`src/rtl/uart_tx_arbiter_if.sv`:
```
// ---------------------------------------------------------------------------
// uart_tx_arbiter_if
// Bundles the requester byte streams and the uart_tx handshake that the
// arbiter sits between.
//   req_valid/req_data/req_last  requester side: byte offered, packed 8 bits per requester
//   req_ready                    requester side: byte consumed this cycle
//   tx_data/tx_valid             toward uart_tx data_in/valid
//   tx_ready                     from uart_tx ready
// Modports:
//   master  the environment: requesters plus the uart_tx instance
//   slave   the arbiter itself
// ---------------------------------------------------------------------------
interface uart_tx_arbiter_if #(
  parameter int NUM_REQ = 4
);
  logic [NUM_REQ-1:0]   req_valid;
  logic [8*NUM_REQ-1:0] req_data;
  logic [NUM_REQ-1:0]   req_last;
  logic [NUM_REQ-1:0]   req_ready;
  logic [7:0]           tx_data;
  logic                 tx_valid;
  logic                 tx_ready;

  modport master (
    output req_valid, req_data, req_last, tx_ready,
    input  req_ready, tx_data, tx_valid
  );

  modport slave (
    input  req_valid, req_data, req_last, tx_ready,
    output req_ready, tx_data, tx_valid
  );
endinterface

```
`src/rtl/uart_tx_arbiter.sv`:
```
// ---------------------------------------------------------------------------
// uart_tx_arbiter
// Shares one uart_tx among NUM_REQ byte-stream requesters. A round-robin
// grant is taken in IDLE and held for a whole packet (or until MAX_PKT_LEN
// bytes have gone out). With HDR_EN=1 each grant starts with the header
// byte {HDR_BASE[7:4], grant_id}. Bytes are paced purely by the uart_tx
// handshake: after an accept, ready falls and rises again at end of stop bit.
// Ports:
//   clk        system clock
//   rst_n      asynchronous reset, active-low
//   bus        uart_tx_arbiter_if.slave (requester streams + uart_tx handshake)
//   busy       a grant is held (state != IDLE)
//   grant_id   current / last granted requester
//   pkt_done   1-cycle pulse: packet closed by req_last
//   pkt_trunc  1-cycle pulse: grant released at MAX_PKT_LEN without req_last
// The bus instance must be built with the same NUM_REQ as this module.
// ---------------------------------------------------------------------------
module uart_tx_arbiter #(
  parameter int           NUM_REQ     = 4,
  parameter int           HDR_EN      = 1,
  parameter logic [7:0]   HDR_BASE    = 8'hA0,
  parameter int           MAX_PKT_LEN = 256,
  localparam int          GID_W       = $clog2(NUM_REQ),
  localparam int          CNT_W       = $clog2(MAX_PKT_LEN + 1)
) (
  input  logic                clk,
  input  logic                rst_n,
  uart_tx_arbiter_if.slave    bus,
  output logic                busy,
  output logic [GID_W-1:0]    grant_id,
  output logic                pkt_done,
  output logic                pkt_trunc
);

  localparam logic [CNT_W-1:0] MAX_CNT = CNT_W'(MAX_PKT_LEN);
  localparam logic [GID_W-1:0] PTR_RST = GID_W'(NUM_REQ - 1);

  typedef enum logic [2:0] {
    IDLE,
    HDR,
    DATA,
    WAIT_LO,
    WAIT_HI
  } state_t;

  state_t            state_reg, state_next;
  logic [GID_W-1:0]  grant_id_reg, grant_id_next;
  logic [GID_W-1:0]  rr_ptr_reg, rr_ptr_next;
  logic [CNT_W-1:0]  byte_cnt_reg, byte_cnt_next;
  logic              last_flag_reg, last_flag_next;
  logic              hdr_sent_reg, hdr_sent_next;
  logic              pkt_done_reg, pkt_done_next;
  logic              pkt_trunc_reg, pkt_trunc_next;

  // -------------------------------------------------------------------------
  // Per-requester byte view of the packed data bus
  // -------------------------------------------------------------------------
  logic [7:0] req_byte [NUM_REQ];

  for (genvar gi = 0; gi < NUM_REQ; gi++) begin : g_unpack
    assign req_byte[gi] = bus.req_data[gi*8 +: 8];
  end

  // -------------------------------------------------------------------------
  // Round-robin pick: first valid requester after rr_ptr, wrapping around.
  // The pointer itself is offset 0 of the search only on the last step, so
  // the previous owner has the lowest priority next time.
  // -------------------------------------------------------------------------
  logic [GID_W-1:0] arb_idx;
  logic [GID_W-1:0] arb_pick;
  logic             arb_found;

  always_comb begin
    arb_idx   = '0;
    arb_pick  = '0;
    arb_found = 1'b0;
    for (int k = 1; k <= NUM_REQ; k++) begin
      arb_idx = GID_W'((int'(rr_ptr_reg) + k) % NUM_REQ);
      if (!arb_found && bus.req_valid[arb_idx]) begin
        arb_found = 1'b1;
        arb_pick  = arb_idx;
      end
    end
  end

  // Header low nibble carries the requester ID, zero-extended
  logic [3:0] hdr_id;
  assign hdr_id = 4'(grant_id_reg);

  // Owner's handshake in DATA; the grant never moves while this is low
  logic owner_valid;
  assign owner_valid = bus.req_valid[grant_id_reg];

  // -------------------------------------------------------------------------
  // State register
  // -------------------------------------------------------------------------
  always_ff @(posedge clk or negedge rst_n) begin
    if (!rst_n) begin
      state_reg     <= IDLE;
      grant_id_reg  <= '0;
      rr_ptr_reg    <= PTR_RST;
      byte_cnt_reg  <= '0;
      last_flag_reg <= 1'b0;
      hdr_sent_reg  <= 1'b0;
      pkt_done_reg  <= 1'b0;
      pkt_trunc_reg <= 1'b0;
    end else begin
      state_reg     <= state_next;
      grant_id_reg  <= grant_id_next;
      rr_ptr_reg    <= rr_ptr_next;
      byte_cnt_reg  <= byte_cnt_next;
      last_flag_reg <= last_flag_next;
      hdr_sent_reg  <= hdr_sent_next;
      pkt_done_reg  <= pkt_done_next;
      pkt_trunc_reg <= pkt_trunc_next;
    end
  end

  // -------------------------------------------------------------------------
  // Next-state and handshake outputs
  // -------------------------------------------------------------------------
  always_comb begin
    state_next     = state_reg;
    grant_id_next  = grant_id_reg;
    rr_ptr_next    = rr_ptr_reg;
    byte_cnt_next  = byte_cnt_reg;
    last_flag_next = last_flag_reg;
    hdr_sent_next  = hdr_sent_reg;
    pkt_done_next  = 1'b0;
    pkt_trunc_next = 1'b0;
    bus.tx_valid   = 1'b0;
    bus.tx_data    = 8'h00;
    bus.req_ready  = '0;

    case (state_reg)
      IDLE: begin
        if (arb_found) begin
          grant_id_next  = arb_pick;
          rr_ptr_next    = arb_pick;
          byte_cnt_next  = '0;
          last_flag_next = 1'b0;
          hdr_sent_next  = 1'b0;
          state_next     = (HDR_EN != 0) ? HDR : DATA;
        end
      end

      HDR: begin
        bus.tx_valid = 1'b1;
        bus.tx_data  = {HDR_BASE[7:4], hdr_id};
        if (bus.tx_ready) begin
          hdr_sent_next = 1'b1;
          state_next    = WAIT_LO;
        end
      end

      DATA: begin
        bus.tx_valid                = owner_valid;
        bus.tx_data                 = req_byte[grant_id_reg];
        bus.req_ready[grant_id_reg] = bus.tx_ready;
        if (owner_valid && bus.tx_ready) begin
          // Saturate so a long stream can never wrap back below MAX_CNT
          if (byte_cnt_reg != MAX_CNT) begin
            byte_cnt_next = byte_cnt_reg + CNT_W'(1);
          end
          last_flag_next = bus.req_last[grant_id_reg];
          state_next     = WAIT_LO;
        end
      end

      // uart_tx drops ready the cycle after it takes a byte
      WAIT_LO: begin
        if (!bus.tx_ready) begin
          state_next = WAIT_HI;
        end
      end

      // ready returns once the stop bit has gone out
      WAIT_HI: begin
        if (bus.tx_ready) begin
          if (hdr_sent_reg) begin
            hdr_sent_next = 1'b0;
            state_next    = DATA;
          end else if (last_flag_reg) begin
            // req_last wins even when the byte count is exactly at the limit
            pkt_done_next = 1'b1;
            state_next    = IDLE;
          end else if (byte_cnt_reg == MAX_CNT) begin
            pkt_trunc_next = 1'b1;
            state_next     = IDLE;
          end else begin
            state_next = DATA;
          end
        end
      end

      default: begin
        state_next = IDLE;
      end
    endcase
  end

  assign busy      = (state_reg != IDLE);
  assign grant_id  = grant_id_reg;
  assign pkt_done  = pkt_done_reg;
  assign pkt_trunc = pkt_trunc_reg;

endmodule
```
`src/flat_wrapper.sv`:
```
// flat-port wrapper written by rule: the top's interface ports become plain ports
module uart_tx_arbiter_flat 
#(
  parameter int           NUM_REQ     = 4,
  parameter int           HDR_EN      = 1,
  parameter logic [7:0]   HDR_BASE    = 8'hA0,
  parameter int           MAX_PKT_LEN = 256,
  localparam int          GID_W       = $clog2(NUM_REQ),
  localparam int          CNT_W       = $clog2(MAX_PKT_LEN + 1)
)
  (clk, rst_n, busy, grant_id, pkt_done, pkt_trunc, bus_req_valid, bus_req_data, bus_req_last, bus_tx_ready, bus_req_ready, bus_tx_data, bus_tx_valid);
  uart_tx_arbiter_if #(.NUM_REQ(NUM_REQ)) bus_i ();
  input  logic clk;
  input  logic rst_n;
  output logic busy;
  output logic [GID_W-1:0] grant_id;
  output logic pkt_done;
  output logic pkt_trunc;
  input wire logic [$bits(bus_i.req_valid)-1:0] bus_req_valid;
  input wire logic [$bits(bus_i.req_data)-1:0] bus_req_data;
  input wire logic [$bits(bus_i.req_last)-1:0] bus_req_last;
  input wire logic [$bits(bus_i.tx_ready)-1:0] bus_tx_ready;
  output wire logic [$bits(bus_i.req_ready)-1:0] bus_req_ready;
  output wire logic [$bits(bus_i.tx_data)-1:0] bus_tx_data;
  output wire logic [$bits(bus_i.tx_valid)-1:0] bus_tx_valid;
  assign bus_i.req_valid = bus_req_valid;
  assign bus_i.req_data = bus_req_data;
  assign bus_i.req_last = bus_req_last;
  assign bus_i.tx_ready = bus_tx_ready;
  assign bus_req_ready = bus_i.req_ready;
  assign bus_tx_data = bus_i.tx_data;
  assign bus_tx_valid = bus_i.tx_valid;
  uart_tx_arbiter #(.NUM_REQ(NUM_REQ), .HDR_EN(HDR_EN), .HDR_BASE(HDR_BASE), .MAX_PKT_LEN(MAX_PKT_LEN)) u_core (.clk(clk), .rst_n(rst_n), .bus(bus_i), .busy(busy), .grant_id(grant_id), .pkt_done(pkt_done), .pkt_trunc(pkt_trunc));
endmodule
```
`config.mk`:
```
export PLATFORM = sky130hd
export DESIGN_NAME = uart_tx_arbiter_flat
export DESIGN_NICKNAME = d
export VERILOG_FILES = /design/src/rtl/uart_tx_arbiter_if.sv /design/src/rtl/uart_tx_arbiter.sv /design/src/flat_wrapper.sv
export SDC_FILE = /design/constraint.sdc
export NUM_CORES = 1
export LEC_CHECK = 0
export ABC_AREA = 0
export BUFFER_PORTS_ARGS = -buffer_cell sky130_fd_sc_hd__buf_2
export CAP_MARGIN = 15
export CORE_MARGIN = 4
export CORE_UTILIZATION = 35
export DETAILED_ROUTE_END_ITERATION = 8
export GPL_TIMING_DRIVEN = 0
export SYNTH_ARGS = -nofsm -noshare
export SYNTH_HDL_FRONTEND = slang
export SYNTH_SLANG_ARGS = --single-unit
```
`constraint.sdc`:
```
create_clock -name clk -period 2.5 [get_ports clk]
set_input_delay 0.125 -clock clk [delete_from_list [all_inputs] [get_ports clk]]
set_output_delay 0.125 -clock clk [all_outputs]
set_load 0.02 [all_outputs]
```
**Yosys cells after proc, flatten, opt, wreduce, memory -nomap -nowiden**

Cells that the tools add are included.

- Reductions and logical operators: 17
- Equality and inequality tests: 12
- Bitwise gates (word level): 2
- Muxes and demuxes: 56
- Add/sub/neg operators: 5
- $lt $le $gt $ge: 7

Operators by type and width:

| operator | number |
|---|---|
| 2-to-1 mux 9 bit | 3 |
| 2-to-1 mux 1 bit | 24 |
| 2-to-1 mux 3 bit | 7 |
| one-hot mux 9 bit (2 select lines) | 1 |
| binary-select mux 8 bit (select 2 bit) | 1 |
| 2-to-1 mux 8 bit | 2 |
| one-hot mux 8 bit (2 select lines) | 1 |
| < comparator 2 x 3 -> 1 bit (second input constant) | 5 |
| one-hot mux 3 bit (5 select lines) | 1 |
| binary-select mux 1 bit (select 2 bit) | 6 |
| 2-to-1 mux 2 bit | 5 |
| adder 9 x 1 -> 9 bit (second input constant) | 1 |
| == test 9 bit (second input constant) | 1 |
| inequality test 9 bit (second input constant) | 1 |
| AND reduction 4 bit | 2 |
| == test 3 x 2 -> 1 bit (second input constant) | 2 |
| inequality test 2 x 1 -> 1 bit (second input constant) | 3 |
| inequality test 2 bit (second input constant) | 3 |
| nonzero test 3 bit | 2 |
| logical AND 1 bit | 5 |
| AND reduction 5 bit | 1 |
| adder 2 x 1 -> 2 bit (second input constant) | 2 |
| adder 2 bit (second input constant) | 2 |
| AND 4 bit | 1 |
| other kinds (14) | 17 |

- Register bits: 20
- Input bits: 43
- Output and inout bits: 18
- Logic and storage cells: 107

**Depth between registers and ports, before layout**

Gate-level depths: netlist (run 1).

- Word-level depth: 15
- Gate-level depth with buffers: 6
- Mapped depth without buffers: 6

**Least setup slack after synthesis (run 1)**

Ideal clock, no wire load.

- Path type: reg2out
- Start point: register u_core.grant_id_reg[0], in the netlist u_core.grant_id[0]
- End point: output bus_tx_data[2]
- Data arrival time: 1.742 ns
- Cell stages (with the launch flop): 5
- Path slack: 0.633 ns
- Path buffers: 2
- Cells stage by stage: dfrtp_1 -> buf_6 -> clkbuf_1 -> mux4_2 -> and2_1

- Longest elaborated chain between the ends: 5

RTL lines:

| item | RTL line | text |
|---|---|---|
| from (decl) | uart_tx_arbiter.sv:47 | `logic [GID_W-1:0] grant_id_reg, grant_id_next;` |
| from (signal assigned) | uart_tx_arbiter.sv:109 | `grant_id_reg <= grant_id_next;` |
| NOT 2 -> 3 bit (implied by the code) | uart_tx_arbiter.sv:158 | `bus.tx_data = req_byte[grant_id_reg];` |
| binary-select mux 8 bit (select 2 bit) | uart_tx_arbiter.sv:158 |  |
| 2-to-1 mux 8 bit (implied by the code) (2 in series) | uart_tx_arbiter.sv:158 |  |
| one-hot mux 8 bit (2 select lines) | uart_tx_arbiter.sv:135 | `case (state_reg)` |
| to (decl) | flat_wrapper.sv:24 | `output wire logic [$bits(bus_i.tx_data)-1:0] bus_tx_data;` |

Every way passes these cells. The select of a mux whose other input is x is not followed.

**Worst setup path after layout (run 1)**

Same ends and word-level chain as after synthesis.

==> run metrics, run 1 <==
synthesized flop and latch total=20; power density over the cells=990 nW/um2; Die ar.=~5500 um2; core box area=4140 um2; Seq pwr share=about a quarter; layout net count=roughly 280; Tcrit/Tclk final=between 90% and 100%; Worst Path Required=about 2.4 ns; Largest stage delay, worst path=0.58 ns; Vias=approximately 1500; drt wl/cell=15.6 um; element type at the critical path start=register; worst path cell trace=buf_6 -> clkbuf_1 -> mux4_2 -> and2_1 -> buf_2; layout cells sized above 1=34.5%; Crit-path slowest cell=mux4_2; skew final=0.00672 ns; wire length on met2=2150 um; post-route setup slack=between 0.2 and 0.25 ns; met3 WL=204 um; RSZ-0062 raised after global routing=false; Post-DP HPWL=3400 um; cells after synthesis=164; cts bufs inserted=3; total wire length=4340 um; vias in the first global route=about 1400; Mapped Area=1540 um2; async set-reset flop share out of synthesis=100%; M1 WL=1960 um; crit path buf inv count=3; first-pass GRT wire length=slightly below 7000 um; # diodes=0; critical path class=reg -> out; Die Y=74.4 um; clock sinks=20; Layout area overhead=27.8%; Synth Warn #=0; clock root buffer master=clkbuf_8; dpl ws=0.443 ns; Post-route DRC=0; Post-synth top cells=19 x nor2_1, 18 x dfrtp_1, 15 x nand2_1; Worst Tran Pin Value=0.590 ns; CP top delay family=buffers and inverters; max layer used=met4; Clk pwr share=12.8%; Seq/Total Area, Yosys=32.6%; sw frac=between 40 and 50%; worst hold path class=in -> reg; Max-cap violations=0; Final Util=47.6%; max FFs per register=9; combinational share of power=62.2%; drt first pass iters=4; initial core utilization=between 30 and 40%; Row Count=23; P_sw=about 900 uW; port buffer count=60; top cells by area, synth=dfrtp_1 29%, mux4_2 10%, mux4_1 5.1%, nor2_1 4.6%, nand2_1 3.6%; Final Hold Viols=0; internal power=1.07 mW; Skew-Pair Late Insertion Delay=~0.26 ns; critical path peak fanout=10; GRT Total Usage=about 16%; RePlAce Congestion=0.753; Die X=74.4 um; H-tree levels=1; library cells used by synthesis=48; CTS tree=yes; largest net degree at the start of global routing=21; Post-synth top flop=dfrtp_1; grt ovf=0; status=complete, no violations; count leader, synth=nor2_1; Tmin final=2.28 ns; EDFF count, synth=0; Final TNS setup=0 ns; nature of the critical path endpoint=output port; nets in the synthesized netlist=between 200 and 250; number of I/O pins=61; Worst IR Drop VDD=0.000453 V; top-area cell type share of the netlist area=29.2%; initial antenna violation count=0; DR vias/cell=5.47; fmax=0.439 GHz; Reg clk slew, reported paths=0.08 ns; final-report setup violation count=0; Longest Clk Path Bufs=2; post-route ant nets=0; worst path arrival time=2.15 ns; Final Max Slew Viols=0; syn avg cell area=9.41 um2; Final Power=1.95 mW; Synth area leader=dfrtp_1; DRT iter0 DRCs=83; max_slew headroom=59.6%; leakage=roughly 0.94 nW
[worst register-to-register path, cell delays in order, from the launching register on]
cell and delay [ns]:
dfrtp_1 0.43, inv_1 0.08, ha_1 0.14, or4bb_1 0.50, or2_1 0.29, a2111oi_1 0.39
o31ai_1 0.12
[what timing repair did]
item	4_1_cts	5_1_grt
gates resized for setup	0	2
hold buffers	1	0
hold endpoints to repair	18	0
setup buffers	0	0
endpoints found under the setup margin	0	1
[cell type report]
type / instances / area (um2)
buffer: 10 / 47.5
clock buffer: 4 / 55.1
fill: 413 / 2170
inverter: 5 / 18.8
multi-input combinational: 129 / 976
sequential: 20 / 503
tap: 50 / 62.6
timing repair buffer: 61 / 310
[kinds of logic after synthesis]
family	Yosys count	synth area share (%)
AND/OR/NAND/NOR	71	24.1
AO/OA/AOI/OAI	43	20.3
XOR/XNOR	1	0.567
multiplexers	12	16.6
adder cells (fa/ha/maj)	2	1.62
buffers and inverters	15	4.21
flip-flops	20	32.6
[cell usage in the layout, fill, tap and decap left out, drive strengths merged, types with 3 or more instances in the layout]
| master | synthesis | routed |
|---|---|---|
| o31ai | 5 | 5 |
| a21oi | 10 | 10 |
| o21ai | 4 | 4 |
| inv | 5 | 5 |
| a2bb2oi | 3 | 3 |
| mux4 | 10 | 10 |
| nor3 | 4 | 4 |
| nand2 | 15 | 15 |
| or4 | 4 | 4 |
| and2 | 4 | 4 |
| nand2b | 4 | 4 |
| clkbuf | 8 | 12 |
| dfrtp | 18 | 18 |
| buf | 2 | 62 |
| a21o | 3 | 3 |
| nand3 | 4 | 4 |
| a22oi | 3 | 3 |
| nor2b | 3 | 3 |
| nor2 | 19 | 19 |
| and3 | 4 | 4 |
[final timing paths]
check,from,end,slack [ns],cells after the start
setup / recovery,u_core.grant_id[0],bus_tx_data[2],0.22,5
hold / removal,bus_req_valid[0],u_core.rr_ptr_reg[0],0.25,3
min in group asynchronous,rst_n,u_core.byte_cnt_reg[1],0.34,2
hold reg to reg,u_core.last_flag_reg,u_core.pkt_trunc,0.50,1
setup reg to reg,u_core.byte_cnt_reg[0],u_core.state_reg[1],0.44,6
max in group asynchronous,rst_n,u_core.rr_ptr_reg[0],1.82,2
[stage by stage]
stage                     instances  instance area (um2)  hold WS [ns]
after floorplan                 164                 1540        -0.171
after global placement          274                 1910         0.116
after detailed placement        274                 1910         0.118
after CTS                       279                 1970         0.242
after global routing            279                 1970         0.264
final                           279                 1970         0.246
[per-layer routing]
layer	vias to the layer above	global-route usage, %
met5	-	0
met4	0	2.17
met3	6	3.24
met2	44	24.9
met1	732	23.3
li1	745	-
[power by group through the flow]
stage | Clock, mW | Sequential [mW] | Combinational, mW
2_1_floorplan | 0 | 0.495 | 0.885
3_3_place_gp | 0 | 0.491 | 1.21
3_5_place_dp | 0 | 0.492 | 1.22
4_1_cts | 0.259 | 0.486 | 1.22
5_1_grt | 0.272 | 0.503 | 1.35
6_report | 0.251 | 0.487 | 1.22
No activity file was read; power rests on OpenSTA's default activity.
==> run 2: changes to the inputs <==
Settings changed: CORE_MARGIN 4 to not set.
==> run 2 against run 1 <==
Against the previous run:
- worst setup slack better by 0.0023 ns
- final cell count unchanged
- power down 0.80%
- clock-buffer cell count unchanged
- clock power down 2%
- combinational power about the same
- critical endpoint is now bus_tx_data[3]
==> run metrics, run 2 (same netlist as run 1, synthesis figures left out) <==
skew final=0.000948 ns; # placed instances=about 270; number of I/O pins=61; max FFs per register=9; worst hold path class=in -> reg; critical path class=reg -> out; Die ar.=4680 um2; total wire length=3920 um; layout net count=275; # diodes=0; initial antenna violation count=0; Skew-Pair Late Insertion Delay=0.26 ns; post-cts sizing count=0; Max-cap violations=0; Final Hold Viols=0; Final TNS setup=0 ns; RePlAce Congestion=around 0.8; element type at the critical path start=register; status=complete, no violations; drt first pass iters=4; cts bufs inserted=3; port buffer count=60; DRT iter0 DRCs=102; vias in the first global route=1256; layout cells sized above 1=34.1%; RSZ-0062 raised after global routing=false; Worst IR Drop VDD=0.000521 V; clock sinks=20; first-pass GRT wire length=5780 um; Longest Clk Path Bufs=2; DR vias/cell=5.34; Worst Tran Pin Value=0.553 ns; Tcrit/Tclk final=between 90% and 100%; Post-DP HPWL=3110 um; Layout area overhead=27.7%; nature of the critical path endpoint=output port; power density over the cells=982 nW/um2; grt ovf=0; GRT Total Usage=between 15 and 20%; Fill cells=414; Crit-path slowest cell=mux4_2; Post-route DRC=0; worst path cell trace=buf_6 -> clkbuf_1 -> mux4_2 -> and2_1 -> buf_2; H-tree levels=1; placed inst area=about 1900 um2; Final Max Slew Viols=0; Row Count=23; Die Y=68.4 um; Die X=~68 um; most frequent cells in the layout=60 x buf_2, 19 x nor2_1, 18 x dfrtp_1; initial core utilization=37.5%; Reg clk slew, reported paths=0.07 ns; final std cells w/o fill=279; post-route ant nets=0; critical path peak fanout=10; max_slew headroom=slightly above 60%; Largest stage delay, worst path=~0.57 ns; Finished Cell Area=1970 um2; final-report setup violation count=0; Worst Path Required=2.38 ns; Tmin final=2.27 ns; largest net degree at the start of global routing=21; fmax=0.440 GHz; leakage=0.938 nW; Final Util=47.9%; drt wl/cell=14.1 um; core box area=a little over 4000 um2; Final Power=1.94 mW; worst path arrival time=about 2.2 ns; clock root buffer master=clkbuf_8; CTS tree=yes; most common cell after layout, fill and taps aside=buf_2; Vias=1489
run 2: layout make-up:
| cell class | count | area [um2] | share of cell area [%] |
|---|---|---|---|
| multi-input cells | 129 | 976 | 49.5 |
| well taps | 50 | 62.6 | 3.17 |
| clock buffers | 4 | 55.1 | 2.79 |
| inverters | 5 | 18.8 | 0.952 |
| repair buffers | 61 | 310 | 15.7 |
| flip-flops and latches | 20 | 503 | 25.5 |
| plain buffers | 10 | 46.3 | 2.35 |
run 2: worst paths after layout:
check | startpoint | to | slack, ns | cells past startpoint
setup / recovery | u_core.grant_id[0] | bus_tx_data[3] | 0.23 | 5
hold / removal | bus_req_valid[0] | u_core.rr_ptr_reg[0] | 0.24 | 3
setup reg to reg | u_core.byte_cnt_reg[0] | u_core.state_reg[1] | 0.41 | 6
hold reg to reg | u_core.last_flag_reg | u_core.pkt_trunc | 0.51 | 1
max in group asynchronous | rst_n | u_core.rr_ptr_reg[1] | 1.80 | 2
min in group asynchronous | rst_n | u_core.pkt_trunc | 0.35 | 2
run 2: power breakdown:
group	switching (mW)	internal (mW)	leakage, nW
registers	0.0761	0.414	0.257
clock network	0.106	0.140	0.0288
logic	0.691	0.510	0.652
total	0.873	1.06	0.938
run 2: per-layer routing:
metal / global-route usage [%] / vias up / routed length (um)
li1: - / 749 / -
met1: 24.8 / 707 / 1880
met2: 24.0 / 33 / 1880
met3: 4.17 / 0 / 164
met4: 3.13 / 0 / 0
met5: 0 / - / 0
run 2: metrics by stage:
step                      worst slack, ns  hold slack (ns)
after floorplan                     0.633           -0.171
after global placement              0.365            0.116
after detailed placement            0.436            0.107
after CTS                           0.174            0.228
after global routing               0.0494            0.276
final                               0.226            0.240
run 2: timing repair:
item                      CTS  global route
setup buffers               0             0
hold buffers                1             0
hold endpoints to repair   18             0
run 2: worst max-delay path, delay by kind of cell, from the launching register on:
kind / cells / cell delay (ns)
flip-flops: 1 / 0.37
multiplexers: 1 / 0.57
AND/OR/NAND/NOR: 1 / 0.17
buffers and inverters: 3 / 0.77
==> run 3: changes to the inputs <==
Settings changed: RECOVER_POWER set to 25.
==> run 3 against run 2 <==
Against the previous run:
- cell area about the same
- register-to-register slack about the same
- sequential power hardly changed
- clock-buffer cell count unchanged
- via count is the same
- clock skew unchanged
- combinational power hardly changed
- maximum frequency did not move
- worst setup slack unchanged
- largest power group unchanged
==> run metrics, run 3 (same netlist as run 1, synthesis figures left out) <==
Post-route DRC=0; drt wl/cell=roughly 14 um; worst path arrival time=2.15 ns; worst hold path class=in -> reg; skew final=around 0.00095 ns; status=complete, no violations; DRT iter0 DRCs=102; Post-DP HPWL=3110 um; core box area=4120 um2; placed inst area=around 1900 um2; Reg clk slew, reported paths=~0.07 ns; final std cells w/o fill=roughly 280; power density over the cells=983 nW/um2; largest net degree at the start of global routing=21; leakage=between 0.9 and 1 nW; Die X=68.4 um; Layout area overhead=27.6%; first-pass GRT wire length=5780 um; fmax=0.440 GHz; Final Power=1.94 mW; max_slew headroom=around 25%; clock sinks=20; initial antenna violation count=0; most frequent cells in the layout=59 x buf_2, 19 x nor2_1, 18 x dfrtp_1; Fill cells=414; final-report setup violation count=0; number of I/O pins=61; nature of the critical path endpoint=output port; critical path class=reg -> out; DR vias/cell=5.34; max FFs per register=9; Finished Cell Area=1970 um2; cts bufs inserted=3; Worst IR Drop VDD=0.000521 V; Tmin final=2.27 ns; Row Count=23; RSZ-0062 raised after global routing=false; Max-cap violations=0; # diodes=0; CTS tree=yes; Longest Clk Path Bufs=2; Final Hold Viols=0; total wire length=3920 um; Skew-Pair Late Insertion Delay=0.26 ns; Final TNS setup=0 ns; clock root buffer master=clkbuf_8; post-route setup slack=0.226 ns; Vias=roughly 1500; GRT Total Usage=16.6%; Final Max Slew Viols=0; critical path peak fanout=10; Tcrit/Tclk final=around nine tenths; H-tree levels=1; RePlAce Congestion=0.793; drt first pass iters=4; Die Y=68.4 um; layout net count=roughly 280; layout cells sized above 1=between 30% and 40%; post-route ant nets=0; vias in the first global route=1256; element type at the critical path start=register; initial core utilization=approximately 38%; port buffer count=60; dpl ws=approximately 0.44 ns; Worst Path Required=2.38 ns; Die ar.=4680 um2; # placed instances=274; grt ovf=0; most common cell after layout, fill and taps aside=buf_2; post-cts sizing count=0; Worst Tran Pin Value=1.12 ns
run 3: critical path, stage by stage, from the launching register on:
cell and delay (ns):
dfrtp_1 0.37, buf_6 0.15, clkbuf_1 0.47, mux4_2 0.57, and2_1 0.17, buf_2 0.15
run 3: final cells by class:
type,count,area [um2],area share (%)
timing repair buffer,61,309,15.7
buffer,10,46.3,2.35
multi-input combinational,129,976,49.5
inverter,5,18.8,0.952
tap,50,62.6,3.17
clock buffer,4,55.1,2.79
sequential,20,503,25.5
run 3: final timing paths:
kind / start / endpoint / slack [ns] / cells past startpoint
worst min register to register: u_core.last_flag_reg / u_core.pkt_trunc / 0.51 / 1
worst min-delay path: bus_req_valid[0] / u_core.rr_ptr_reg[0] / 0.24 / 3
max in group asynchronous: rst_n / u_core.byte_cnt_reg[4] / 1.23 / 2
worst max register to register: u_core.byte_cnt_reg[0] / u_core.state_reg[1] / 0.41 / 6
min in group asynchronous: rst_n / u_core.pkt_trunc / 0.60 / 2
worst max-delay path: u_core.grant_id[0] / bus_tx_data[3] / 0.23 / 5
run 3: power breakdown:
part,internal (mW),leakage [nW],total [mW],switching (mW)
clock,0.140,0.0288,0.246,0.106
sequential,0.414,0.257,0.490,0.0761
combinational,0.509,0.649,1.20,0.691
total,1.06,0.935,1.94,0.873
run 3: stage by stage:
step	util, %	hold WS, ns
CTS	47.9	0.228
floorplan	-	-0.171
global route	47.9	0.276
finish	47.9	0.240
global placement	46.3	0.116
detailed placement	46.3	0.107
run 3: repair_timing:
action / CTS / global route
hold buffers: 1 / 0
setup buffers: 0 / 0
endpoints found under the hold margin: 18 / 0
run 3: metal layers:
| metal | vias up | track usage, % | wire (um) | part of all wire [%] |
|---|---|---|---|---|
| li1 | 749 | - | - | - |
| met1 | 707 | 24.8 | 1880 | 48 |
| met2 | 33 | 24.0 | 1880 | 48 |
| met3 | 0 | 4.17 | 167 | 4.3 |
| met4 | 0 | 3.13 | 0 | 0 |
| met5 | - | 0 | 0 | 0 |
